### src/rtl/snake_pkg.sv
// snake_pkg: definitions shared by the snake playfield blocks.
//   coord_t          7-bit playfield coordinate, the width used on all ports
//   spawn_state_t    state encoding of the apple spawner search FSM
//   LFSR_TAPS        feedback mask of the 16-bit Fibonacci LFSR (taps 16,14,13,11)
package snake_pkg;

    typedef logic [6:0] coord_t;

    typedef enum logic [1:0] {
        ST_IDLE,
        ST_LOAD,
        ST_PROBE,
        ST_FULL
    } spawn_state_t;

    // Taps 16,14,13,11 map to bit positions 15,13,12,10.
    localparam logic [15:0] LFSR_TAPS = 16'hB400;

endpackage

### src/rtl/lfsr16.sv
// lfsr16: free-running 16-bit Fibonacci LFSR.
//   clk    clock
//   reset  synchronous, active-low; loads SEED
//   out    current LFSR state, advances on every clock edge out of reset
module lfsr16
    import snake_pkg::*;
#(
    parameter logic [15:0] SEED = 16'hACE1
) (
    input  logic        clk,
    input  logic        reset,
    output logic [15:0] out
);

    logic [15:0] lfsr_q;
    logic [15:0] lfsr_d;

    // Shift towards the MSB, feeding the XOR of the tapped bits into bit 0.
    always_comb begin
        lfsr_d = {lfsr_q[14:0], ^(lfsr_q & LFSR_TAPS)};
    end

    always_ff @(posedge clk) begin
        if (!reset) begin
            lfsr_q <= SEED;
        end else begin
            lfsr_q <= lfsr_d;
        end
    end

    assign out = lfsr_q;

endmodule

### src/rtl/apple_spawner.sv
// apple_spawner: places the apple on a free playfield cell.
//   clk, reset      clock; synchronous active-low reset
//   spawn_req       one-cycle request for a new apple (ignored while busy / full)
//   dead            game over; aborts any running search
//   body            occupancy bitmap body[x][y], 1 = occupied
//   snakeX/snakeY   head coordinate, treated as occupied (body lags by a cycle)
//   appleX/appleY   registered apple coordinate
//   busy            search in progress (includes the spawn_done cycle)
//   spawn_done      one-cycle pulse when appleX/appleY hold the new apple
//   full            sticky: a full sweep found no free cell
// The search starts at an LFSR-derived cell and walks y-major (y first, then
// x) one cell per cycle, sampling body and head live on every probe.
module apple_spawner
    import snake_pkg::*;
#(
    parameter int          WIDTH    = 32,
    parameter int          HEIGHT   = 32,
    parameter int          START_AX = 10,
    parameter int          START_AY = 10,
    parameter logic [15:0] SEED     = 16'hACE1
) (
    input  logic                           clk,
    input  logic                           reset,
    input  logic                           spawn_req,
    input  logic                           dead,
    input  logic [WIDTH-1:0][HEIGHT-1:0]   body,
    input  coord_t                         snakeX,
    input  coord_t                         snakeY,
    output coord_t                         appleX,
    output coord_t                         appleY,
    output logic                           busy,
    output logic                           spawn_done,
    output logic                           full
);

    localparam int XB    = $clog2(WIDTH);
    localparam int YB    = $clog2(HEIGHT);
    localparam int CELLS = WIDTH * HEIGHT;
    // One extra bit so the probe count can represent a full sweep.
    localparam int CW    = XB + YB + 1;

    localparam logic [YB-1:0] Y_LAST   = YB'(HEIGHT - 1);
    localparam logic [CW-1:0] CNT_LAST = CW'(CELLS - 1);

    logic [15:0]   lfsr_val;
    logic          unused_lfsr_bits;

    spawn_state_t  state_q, state_d;
    logic [XB-1:0] cand_x_q, cand_x_d;
    logic [YB-1:0] cand_y_q, cand_y_d;
    logic [CW-1:0] probe_cnt_q, probe_cnt_d;
    coord_t        apple_x_q, apple_x_d;
    coord_t        apple_y_q, apple_y_d;
    logic          busy_q, busy_d;
    logic          spawn_done_q, spawn_done_d;
    logic          full_q, full_d;
    logic          cell_occupied;

    lfsr16 #(
        .SEED (SEED)
    ) u_lfsr (
        .clk   (clk),
        .reset (reset),
        .out   (lfsr_val)
    );

    // Only the low XB+YB bits seed the candidate.
    assign unused_lfsr_bits = ^lfsr_val[15:XB+YB];

    // The head counts as occupied because body has not caught up with it yet.
    assign cell_occupied = body[cand_x_q][cand_y_q]
                         | ((snakeX == coord_t'(cand_x_q)) && (snakeY == coord_t'(cand_y_q)));

    always_comb begin
        state_d      = state_q;
        cand_x_d     = cand_x_q;
        cand_y_d     = cand_y_q;
        probe_cnt_d  = probe_cnt_q;
        apple_x_d    = apple_x_q;
        apple_y_d    = apple_y_q;
        busy_d       = busy_q;
        spawn_done_d = 1'b0;
        full_d       = full_q;

        if (dead && (state_q != ST_FULL)) begin
            // Abort: apple untouched, no completion pulse.
            state_d = ST_IDLE;
            busy_d  = 1'b0;
        end else begin
            case (state_q)
                ST_IDLE: begin
                    // busy_q can still be high here during the spawn_done
                    // cycle; a request then is dropped like any other busy one.
                    if (spawn_req && !busy_q) begin
                        state_d = ST_LOAD;
                        busy_d  = 1'b1;
                    end else begin
                        busy_d  = 1'b0;
                    end
                end
                ST_LOAD: begin
                    cand_x_d    = lfsr_val[XB-1:0];
                    cand_y_d    = lfsr_val[XB+YB-1:XB];
                    probe_cnt_d = '0;
                    state_d     = ST_PROBE;
                end
                ST_PROBE: begin
                    if (!cell_occupied) begin
                        apple_x_d    = coord_t'(cand_x_q);
                        apple_y_d    = coord_t'(cand_y_q);
                        spawn_done_d = 1'b1;
                        state_d      = ST_IDLE;
                    end else begin
                        if (cand_y_q == Y_LAST) begin
                            cand_y_d = '0;
                            cand_x_d = cand_x_q + XB'(1);  // wraps at WIDTH
                        end else begin
                            cand_y_d = cand_y_q + YB'(1);
                        end
                        probe_cnt_d = probe_cnt_q + CW'(1);
                        if (probe_cnt_q == CNT_LAST) begin
                            state_d = ST_FULL;
                            full_d  = 1'b1;
                            busy_d  = 1'b0;
                        end
                    end
                end
                ST_FULL: begin
                    busy_d = 1'b0;
                    full_d = 1'b1;
                end
                default: begin
                    state_d = ST_IDLE;
                    busy_d  = 1'b0;
                end
            endcase
        end
    end

    always_ff @(posedge clk) begin
        if (!reset) begin
            state_q      <= ST_IDLE;
            cand_x_q     <= '0;
            cand_y_q     <= '0;
            probe_cnt_q  <= '0;
            apple_x_q    <= coord_t'(START_AX);
            apple_y_q    <= coord_t'(START_AY);
            busy_q       <= 1'b0;
            spawn_done_q <= 1'b0;
            full_q       <= 1'b0;
        end else begin
            state_q      <= state_d;
            cand_x_q     <= cand_x_d;
            cand_y_q     <= cand_y_d;
            probe_cnt_q  <= probe_cnt_d;
            apple_x_q    <= apple_x_d;
            apple_y_q    <= apple_y_d;
            busy_q       <= busy_d;
            spawn_done_q <= spawn_done_d;
            full_q       <= full_d;
        end
    end

    assign appleX     = apple_x_q;
    assign appleY     = apple_y_q;
    assign busy       = busy_q;
    assign spawn_done = spawn_done_q;
    assign full       = full_q;

endmodule

### config.mk
export PLATFORM = sky130hd
export DESIGN_NAME = apple_spawner
export DESIGN_NICKNAME = d
export VERILOG_FILES = /design/src/rtl/snake_pkg.sv /design/src/rtl/lfsr16.sv /design/src/rtl/apple_spawner.sv
export SDC_FILE = /design/constraint.sdc
export NUM_CORES = 1
export LEC_CHECK = 0
export ABC_CLOCK_PERIOD_IN_PS = 6600
export CORE_AREA = 5 5 412 414
export CTS_CLUSTER_SIZE = 40
export DETAILED_ROUTE_END_ITERATION = 7
export DIE_AREA = 0 0 417 419
export SYNTH_ARGS = -nofsm -noshare
export SYNTH_HDL_FRONTEND = slang
export SYNTH_SLANG_ARGS = --single-unit
### constraint.sdc
create_clock -name clk -period 6.6 [get_ports clk]
set_input_delay 1.32 -clock clk [delete_from_list [all_inputs] [get_ports clk]]
set_output_delay 1.32 -clock clk [all_outputs]
set_load 0.005 [all_outputs]
==> run metrics, run 1 <==
outcome finished clean; Worst-Skew Late Latency 0.29 ns; Critical Path Source Type input port; Slew Limit Fails 0; Final WS setup 1.354 ns; post-cts sizing count 0; reg-to-reg slack, setup 1.36 ns; DRC viols 0; RSZ-0062 raised after global routing false; CTS H-Tree Depth 2; Period Utilization, post-route 79.48%; setup violators final 0; DP Worst Slack 0.9287 ns; Cell Area, Synth 0.01164 sq mm; Synth Area per Inst 10.98 sq um; Placeable Area 0.1659 sq mm; post-synthesis mux area share 55.45%; Req. time, crit path 6.79 ns; Post-Synth XOR/XNOR Area 1.053%; global-route wire length before repair 181.4 mm; Pwr Total 1.880 mW; switching pwr 591.2 uW; final WL 149.0 mm; Max Used Layer met5; largest family of logic cells by synthesized area multiplexers; Yosys warnings 0; #FFs+latches synth 52; # IOs 1059; met3 wire len 10.53 mm; CTS tree done; CTS clock-pin slew for the worst setup and hold paths 0.07 ns; post-synthesis compound-gate area fraction 13.43%; TNS Setup 0 ns; fmax 190.6 MHz; Worst setup EP type flip-flop; met2 wire len 77.24 mm; initial antenna violation count 139; Sw Share 31.45%; Total Routing Usage GR 16.10%; Post-CTS Hold Fix Bufs 0; critical-path cell list clkdlybuf4s50_1 > mux4_2 > mux2_2 > a221oi_1 > o311ai_0 > a221oi_1 > nor2_2 > nor2_2 > nor3_1 > a32o_1; Placed Area 0.02455 sq mm; CTS Buf Count 5; Max-Cap Viols 0; Worst slew margin 30.39%; clock root buffer clkbuf_16; Initial Util 7.018%; delay-heaviest family, CP compound AO/OA/AOI/OAI gates; clock network power share 16.0%; Layout Skew 0.009679 ns; kind of critical path in -> reg; DR iter-0 viols 1366; CP Buf/Inv Count 1; total number of vias 15490; die height 419 microns; Crit path largest cell delay 0.86 ns; peak supply drop 97.32 uV; post-synthesis cell count 1060; simple-gate share of the synthesized area 11.53%; Worst EP arrival 5.43 ns; Seq/Total Area, Yosys 8.940%; Post-synth ARST share 0%; worst-margin pin slew 1.044 ns; RePlAce Congestion 0.9332; Post-Layout Inst Area 0.02481 sq mm; Min-Delay Path Class reg -> reg; worst-case clock buffer depth 2; P_int 1.288 mW; vias in the first global route 15890; largest net degree at the start of global routing 78; library cells used by synthesis 82; # clock sinks 52; Flop pwr share 18.2%; GRT Residual Overflow 0; Post-CTS Setup Repair Bufs 0; WL met1 58.00 mm; Routed WL per cell 34.69 microns; final-stage net count 3104; number of synthesized flops with an enable pin 0; die area 0.1747 sq mm; fraction of layout cells with a size suffix above 1 14.95%; row cnt 150; main flop type after synthesis dfxtp_1; port bufs 1054; Power Density 75.78 mW/mm^2; adder-cell share of the synthesized area 0.9671%; antenna-violating nets left 0; Worst path slowest cell a221oi_1; LEAKAGE 7.588 nW; P&R area growth vs syn 113.0%; DIE WIDTH 417 microns; placed wire-length estimate 134.0 mm; endpoints failing hold 0; drt first pass iters 5; routed vias/inst 3.608; Tmin final 5.246 ns; Worst Path Max Fanout 20; Comb power frac 65.8%
[worst reg2reg max path, cell delays in order, from the launching register on]
cell and delay (ns):
dfxtp_4 0.89, buf_12 0.40, mux4_2 0.66, mux2_2 0.28
a221oi_1 0.86, o311ai_0 0.26, a221oi_1 0.44, nor2_2 0.19
nor2_2 0.65, nor3_1 0.23, a32o_1 0.26
[stage by stage]
step | hold slack (ns) | util (%) | cells
after floorplan | 0.3863 | - | 1063
after global placement | 0.3943 | 14.80 | 4250
after detailed placement | 0.3954 | 14.80 | 4250
after CTS | 0.4112 | 14.90 | 4258
after global routing | 0.4244 | 14.92 | 4273
final | 0.4065 | 14.95 | 4294
[layout by cell type, fill, tap and decap left out, types with 11 or more instances in the layout]
cell	n
clkdlybuf4s50_1	1054
mux4_2	199
mux2i_1	141
nand2_1	91
nor2_1	48
dfxtp_1	46
buf_4	42
diode_2	36
o22ai_1	27
nand3_1	23
mux2_2	22
a21oi_1	21
o21ai_0	18
o221ai_1	16
nand2b_1	16
a31oi_1	14
nand4_1	14
nor3_1	13
mux4_1	12
and2_1	12
a22o_1	11
xnor2_1	11
[final timing paths]
kind | start | endpoint | cells after the start
worst max-delay path | body[145] | probe_cnt_q[5] | 10
worst min register to register | u_lfsr.out[14] | u_lfsr.out[15] | 1
worst max register to register | cand_x_q[0] | probe_cnt_q[5] | 10
worst min-delay path | u_lfsr.out[14] | u_lfsr.out[15] | 1
[cell usage after synthesis, types with 10 or more instances]
cell type	instances	area, sq um
buf_4	23	172.7
buf_2	31	155.2
nand2_1	91	341.6
o22ai_1	27	168.9
buf_6	18	202.7
a21oi_1	21	105.1
inv_1	12	45.04
clkbuf_1	32	120.1
xnor2_1	11	96.34
o21ai_0	18	90.09
nor2_1	50	187.7
nand4_1	14	87.58
a22o_1	11	96.34
and2_1	12	75.07
nand3_1	24	120.1
mux2_2	22	247.7
mux2i_1	141	1411
nand2b_1	16	100.1
mux4_2	199	4482
a31oi_1	14	87.58
nor3_1	13	65.06
dfxtp_1	52	1041
o221ai_1	16	140.1
o211ai_1	10	75.07
mux4_1	12	315.3
[routing by layer]
metal  up-vias  track usage [%]
li1       6470                -
met1      7871            19.50
met2       925            29.59
met3       194            3.632
met4        34            2.285
met5         -                0
[state kept, by name, summed over array words and instances, names as in the netlist]
signal / flops
appleY: 5
cand_y_q: 5
probe_cnt_q: 11
state_q: 2
busy: 1
appleX: 5
spawn_done: 1
u_lfsr.out: 16
full: 1
cand_x_q: 5
[cells by family (layout without fill, tap and decap cells)]
group / after synthesis / after routing
xor gates and xnor gates: 14 / 14
AOI/OAI and AO/OA: 203 / 203
DFF: 52 / 52
buffers and inverters: 137 / 1128
muxes: 374 / 374
and+or+nand+nor: 270 / 270
adders and majority gates: 9 / 9
other: 1 / 40
[power by group through the flow]
stage / Clock, mW / Sequential, mW / Combinational, mW
2_1_floorplan: 0 / 0.334 / 0.394
3_3_place_gp: 0 / 0.349 / 1.24
3_5_place_dp: 0 / 0.349 / 1.25
4_1_cts: 0.305 / 0.342 / 1.26
5_1_grt: 0.318 / 0.343 / 1.30
6_report: 0.301 / 0.341 / 1.24
[cell type report]
cell class	instances	area, sq um
antenna	36	90.09
clock buffer	6	128.9
clock inverter	2	38.79
fill	18680	141100
inverter	16	61.31
multi-input combinational	874	9642
sequential	52	1061
tap	2204	2758
timing repair buffer	1104	11030
Note: power is estimated with default switching activity, not from simulation.
==> run 2, diff against run 1 <==
--- a/config.mk
+++ b/config.mk
@@ -5,7 +5,7 @@
 export SDC_FILE = /design/constraint.sdc
 export NUM_CORES = 1
 export LEC_CHECK = 0
-export ABC_CLOCK_PERIOD_IN_PS = 6600
+export ABC_CLOCK_PERIOD_IN_PS = 5000
 export CORE_AREA = 5 5 412 414
 export CTS_CLUSTER_SIZE = 40
 export DETAILED_ROUTE_END_ITERATION = 7
==> constraint.sdc (replaced) <==
create_clock -name clk -period 5 [get_ports clk]
set_input_delay 1 -clock clk [delete_from_list [all_inputs] [get_ports clk]]
set_output_delay 1 -clock clk [all_outputs]
set_load 0.005 [all_outputs]
==> run metrics, run 2 (synthesized netlist as in run 1, its figures left out) <==
DRC viols 0 (unchanged); vias in the first global route 16250 (+2.2%); TNS Setup 0 ns (unchanged); Max-Cap Viols 0 (unchanged); P&R area growth vs syn 117.3%; worst-case clock buffer depth 2 (unchanged); CTS tree done; Routed WL per cell 34.45 microns (-0.70%); max reg flops 16 (unchanged); outcome finished clean; CTS H-Tree Depth 2 (unchanged); Worst slew margin 38.46% (+8.1 points); Period Utilization, post-route 93.76%; setup violators final 0 (unchanged); Req. time, crit path 5.18 ns (-1.61 ns); endpoints failing hold 0 (unchanged); Pwr Total 2.500 mW (+33%); RePlAce Congestion 0.9348 (+0.17%); DIE WIDTH 417 microns (unchanged); Worst EP arrival 4.86 ns (-0.57 ns); worst-margin pin slew 0.9230 ns (-0.1211 ns); initial antenna violation count 123 (-12%); final-stage net count 3165 (+2.0%); die height 419 microns (unchanged); Worst-Skew Late Latency 0.30 ns (about the same); GRT Residual Overflow 0 (unchanged); Total Routing Usage GR 16.19% (+0.086 points); fmax 213.3 MHz; Worst Path Max Fanout 10 (-50%); Slew Limit Fails 0 (unchanged); LEAKAGE 7.905 nW (+4.2%); Worst setup EP type flip-flop; antenna-violating nets left 0 (unchanged); CTS Buf Count 5 (unchanged); port bufs 1054 (unchanged); Post-CTS Hold Fix Bufs 0 (unchanged); Tmin final 4.688 ns; Critical Path Source Type input port; drt first pass iters 8 (+3); clock root buffer clkbuf_16; routed vias/inst 3.637 (+0.80%); placed wire-length estimate 136.1 mm (+1.6%); CTS clock-pin slew for the worst setup and hold paths 0.08 ns (about the same); die area 0.1747 sq mm (unchanged); # clock sinks 52 (unchanged); row cnt 150 (unchanged); total number of vias 15810 (+2.1%); RSZ-0062 raised after global routing false; largest net degree at the start of global routing 52 (-33%); Placeable Area 0.1659 sq mm (unchanged); DR iter-0 viols 1559 (+14%); Layout Skew 0.009129 ns (-0.0005503 ns); fraction of layout cells with a size suffix above 1 17.49% (+2.5 points); Min-Delay Path Class reg -> reg; commonest non-fill, non-tap cell in the layout clkdlybuf4s50_1; # IOs 1059 (unchanged); Power Density 98.80 mW/mm^2 (+30%); final WL 149.8 mm (+0.55%); WHS 0.4169 ns (+0.01039 ns); peak supply drop 135.9 uV (+40%); Initial Util 7.018% (unchanged); most frequent cells in the layout clkdlybuf4s50_1 (1054), mux4_2 (199), mux2i_1 (141); kind of critical path in -> reg; global-route wire length before repair 183.0 mm (+0.90%)
-- run 2: worst paths after layout --
check | cells past startpoint | slack [ns] | endpoint | from
worst max-delay path | 12 | 0.31 | appleX[3] | body[145]
worst min-delay path | 1 | 0.42 | u_lfsr.out[15] | u_lfsr.out[14]
worst max register to register | 14 | 0.40 | appleX[3] | cand_x_q[1]
worst min register to register | 1 | 0.42 | u_lfsr.out[15] | u_lfsr.out[14]
-- run 2: critical path, stage by stage --
cell,delay (ns)
clkdlybuf4s50_1,0.47
mux4_2,0.47
mux2_2,0.28
a221oi_1,0.77
o311ai_0,0.28
buf_4,0.19
a221oi_1,0.45
nor2_2,0.10
buf_4,0.19
nor3_4,0.18
nand2_2,0.28
mux2i_1,0.19
-- run 2: power by group --
group / internal, mW / switching, mW
logic: 1.07 / 0.613
registers: 0.424 / 0.0204
clock network: 0.191 / 0.182
-- run 2: area by class of cell --
cell class                      instances  area, sq um
Antenna cell                           29        72.57
Fill cell                           18770       140600
Clock inverter                          3        26.28
Clock buffer                            5        125.1
Tap cell                             2204         2758
Timing Repair Buffer                 1165        11550
Inverter                               16        61.31
Sequential cell                        52         1061
Multi-Input combinational cell        874         9649
-- run 2: metrics by stage --
stage / utilization (%) / std cells / setup slack (ns) / instance area (sq um)
finish: 15.25 / 4348 / 0.3122 / 25300
floorplan: - / 1063 / 1.493 / 11650
detailed placement: 15.11 / 4311 / -0.2355 / 25070
CTS: 15.21 / 4319 / 0.07780 / 25230
global placement: 15.11 / 4311 / -0.2501 / 25070
global route: 15.23 / 4335 / 0.004898 / 25270
-- run 2: what timing repair did --
| action | 4_1_cts | 5_1_grt |
|---|---|---|
| resized for setup | 1 | 0 |
| setup buffers | 0 | 0 |
| setup endpoints to repair | 16 | 0 |
-- run 2: per-layer routing --
layer / up-vias / GRT usage, % / wire length (microns)
met2: 962 / 29.54 / 76610
li1: 6576 / - / -
met4: 50 / 2.894 / 4040
met1: 8003 / 19.33 / 58400
met5: - / 0 / 301
met3: 223 / 3.993 / 10430
==> run 3, diff against run 2 <==
--- a/config.mk
+++ b/config.mk
@@ -7,9 +7,11 @@
 export LEC_CHECK = 0
 export ABC_CLOCK_PERIOD_IN_PS = 5000
 export CORE_AREA = 5 5 412 414
+export CTS_CLUSTER_DIAMETER = 50
 export CTS_CLUSTER_SIZE = 40
 export DETAILED_ROUTE_END_ITERATION = 7
 export DIE_AREA = 0 0 417 419
+export REMOVE_ABC_BUFFERS = 1
 export SYNTH_ARGS = -nofsm -noshare
 export SYNTH_HDL_FRONTEND = slang
 export SYNTH_SLANG_ARGS = --single-unit
==> run metrics, run 3 (synthesized netlist as in run 1, its figures left out) <==
Crit path largest cell delay 0.78 ns (about the same); hold path startpoint u_lfsr.out[14]; kind of critical path reg -> reg; RSZ-0062 raised after global routing false; crit path to probe_cnt_q[5]; placed wire-length estimate 131.6 mm (-3.4%); Critical Path Source Type flip-flop; routed vias/inst 3.633 (-0.10%); die height 419 microns (unchanged); Placeable Area 0.1659 sq mm (unchanged); port bufs 1054 (unchanged); critical path launch point cand_x_q[2]; CTS Buf Count 5 (unchanged); most frequent CP cell buf_12; Initial Util 7.018% (unchanged); Finished Layout Cells 4348 (unchanged); DRC viols 0 (unchanged); WHS 0.4102 ns (-0.006752 ns); DIE WIDTH 417 microns (unchanged); Req. time, crit path 5.20 ns (+0.02 ns); worst-case clock buffer depth 2 (unchanged); fin util 15.24% (about the same); CP Depth 13 (+1); global-route wire length before repair 179.5 mm (-1.9%); reg-to-reg endpoint probe_cnt_q[5]; LEAKAGE 7.924 nW (+0.24%); Worst slew margin 32.33% (-6.1 points); final-stage net count 3170 (+0.16%); vias in the first global route 16430 (+1.1%); reg-to-reg slack, setup 0.30 ns (-0.10 ns); Period Utilization, post-route 93.97% (+0.22 points); fmax 212.8 MHz (-0.23%); Layout Skew 0.01015 ns (+0.001022 ns); Min-Delay Path Class reg -> reg; Pwr Total 2.453 mW (-1.9%); setup violators final 0 (unchanged); Placed Area 0.02507 sq mm (about the same); Post-Layout Inst Area 0.02528 sq mm (about the same); drt first pass iters 6 (-2); Post-CTS Hold Fix Bufs 0 (unchanged); Tmin final 4.699 ns (+0.01085 ns); Worst Path Max Fanout 26 (+16); CTS clock-pin slew for the worst setup and hold paths 0.07 ns (about the same); reg2reg path depth 13 (-1); critical-path cell list buf_12 > buf_12 > buf_12 > mux4_2 > mux2i_1 > o21ai_0 > a32oi_1 > o32ai_4 > a2bb2oi_4 > nor2_2 > buf_4 > or4_1 > a32o_1; endpoints failing hold 0 (unchanged); Max-Cap Viols 0 (unchanged); Worst-Skew Late Latency 0.30 ns (about the same); # IOs 1059 (unchanged); post-cts sizing count 0 (-1); GRT Residual Overflow 0 (unchanged); Total Routing Usage GR 15.76% (-0.43 points); max reg flops 16 (unchanged); Worst setup EP type flip-flop; outcome finished clean; total number of vias 15800 (-0.10%); clock root buffer clkbuf_16; die area 0.1747 sq mm (unchanged); final WL 145.5 mm (-2.8%); Worst EP arrival 4.89 ns (+0.03 ns); row cnt 150 (unchanged); Final WS setup 0.3013 ns (-0.01085 ns); Power Density 97.00 mW/mm^2 (-1.8%); delay-heaviest family, CP compound AO/OA/AOI/OAI gates; dpl cells 4316 (+0.12%); Worst path slowest cell o21ai_0; TNS Setup 0 ns (unchanged); peak supply drop 147.4 uV (+8.5%); commonest non-fill, non-tap cell in the layout clkdlybuf4s50_1; initial antenna violation count 124 (+0.81%); largest net degree at the start of global routing 44 (-15%); CTS tree done; DR iter-0 viols 1462 (-6.2%); fraction of layout cells with a size suffix above 1 17.50% (about the same); CTS H-Tree Depth 2 (unchanged); R2R Path Start cand_x_q[2]; antenna-violating nets left 0 (unchanged); RePlAce Congestion 0.9288 (-0.64%); CP Buf/Inv Count 4 (+1); Routed WL per cell 33.47 microns (-2.8%); # clock sinks 52 (unchanged); Post-CTS Setup Repair Bufs 0 (unchanged); worst-margin pin slew 0.9868 ns (+0.06380 ns); DP Worst Slack -0.02729 ns (+0.2082 ns); Slew Limit Fails 0 (unchanged); P&R area growth vs syn 117.1% (about the same); most frequent cells in the layout clkdlybuf4s50_1 (1054), mux4_2 (199), mux2i_1 (141)
[run 3: cell count changes in the layout (fill, tap and decap cells not counted), sizes merged]
| cell | change |
|---|---|
| buf | +5 |
| diode | -5 |
| inv | -3 |
| clkinv | +2 |
| clkbuf | +1 |
[run 3: area by class of cell]
type,count,area [sq um]
Clock inverter,2,10.01
Sequential cell,52,1064
Clock buffer,6,138.9
Fill cell,18750,140600
Antenna cell,24,60.06
Tap cell,2204,2758
Inverter,16,61.31
Timing Repair Buffer,1170,11560
Multi-Input combinational cell,874,9633
[run 3: layer usage]
layer | track usage [%] | part of all wire (%)
met1 | 18.29 | 38
met3 | 6.015 | 9.6
met5 | 0 | 0.30
met2 | 27.97 | 50
met4 | 2.454 | 2.1
[run 3: how the worst min path moves through the flow]
stage	end	cells after the start	slack [ns]
final	u_lfsr.out[15]	1	0.41
after CTS	u_lfsr.out[15]	1	0.42
after global placement	u_lfsr.out[15]	1	0.40
after detailed placement	u_lfsr.out[15]	1	0.41
after global routing	u_lfsr.out[15]	1	0.43
after floorplan	u_lfsr.out[15]	1	0.39
[run 3: report_power, final]
group	switching (mW)	leakage, nW	internal, mW
Combinational	0.586	7.42	1.07
Sequential	0.0237	0.430	0.425
Clock	0.154	0.0768	0.198
Total	0.764	7.92	1.69
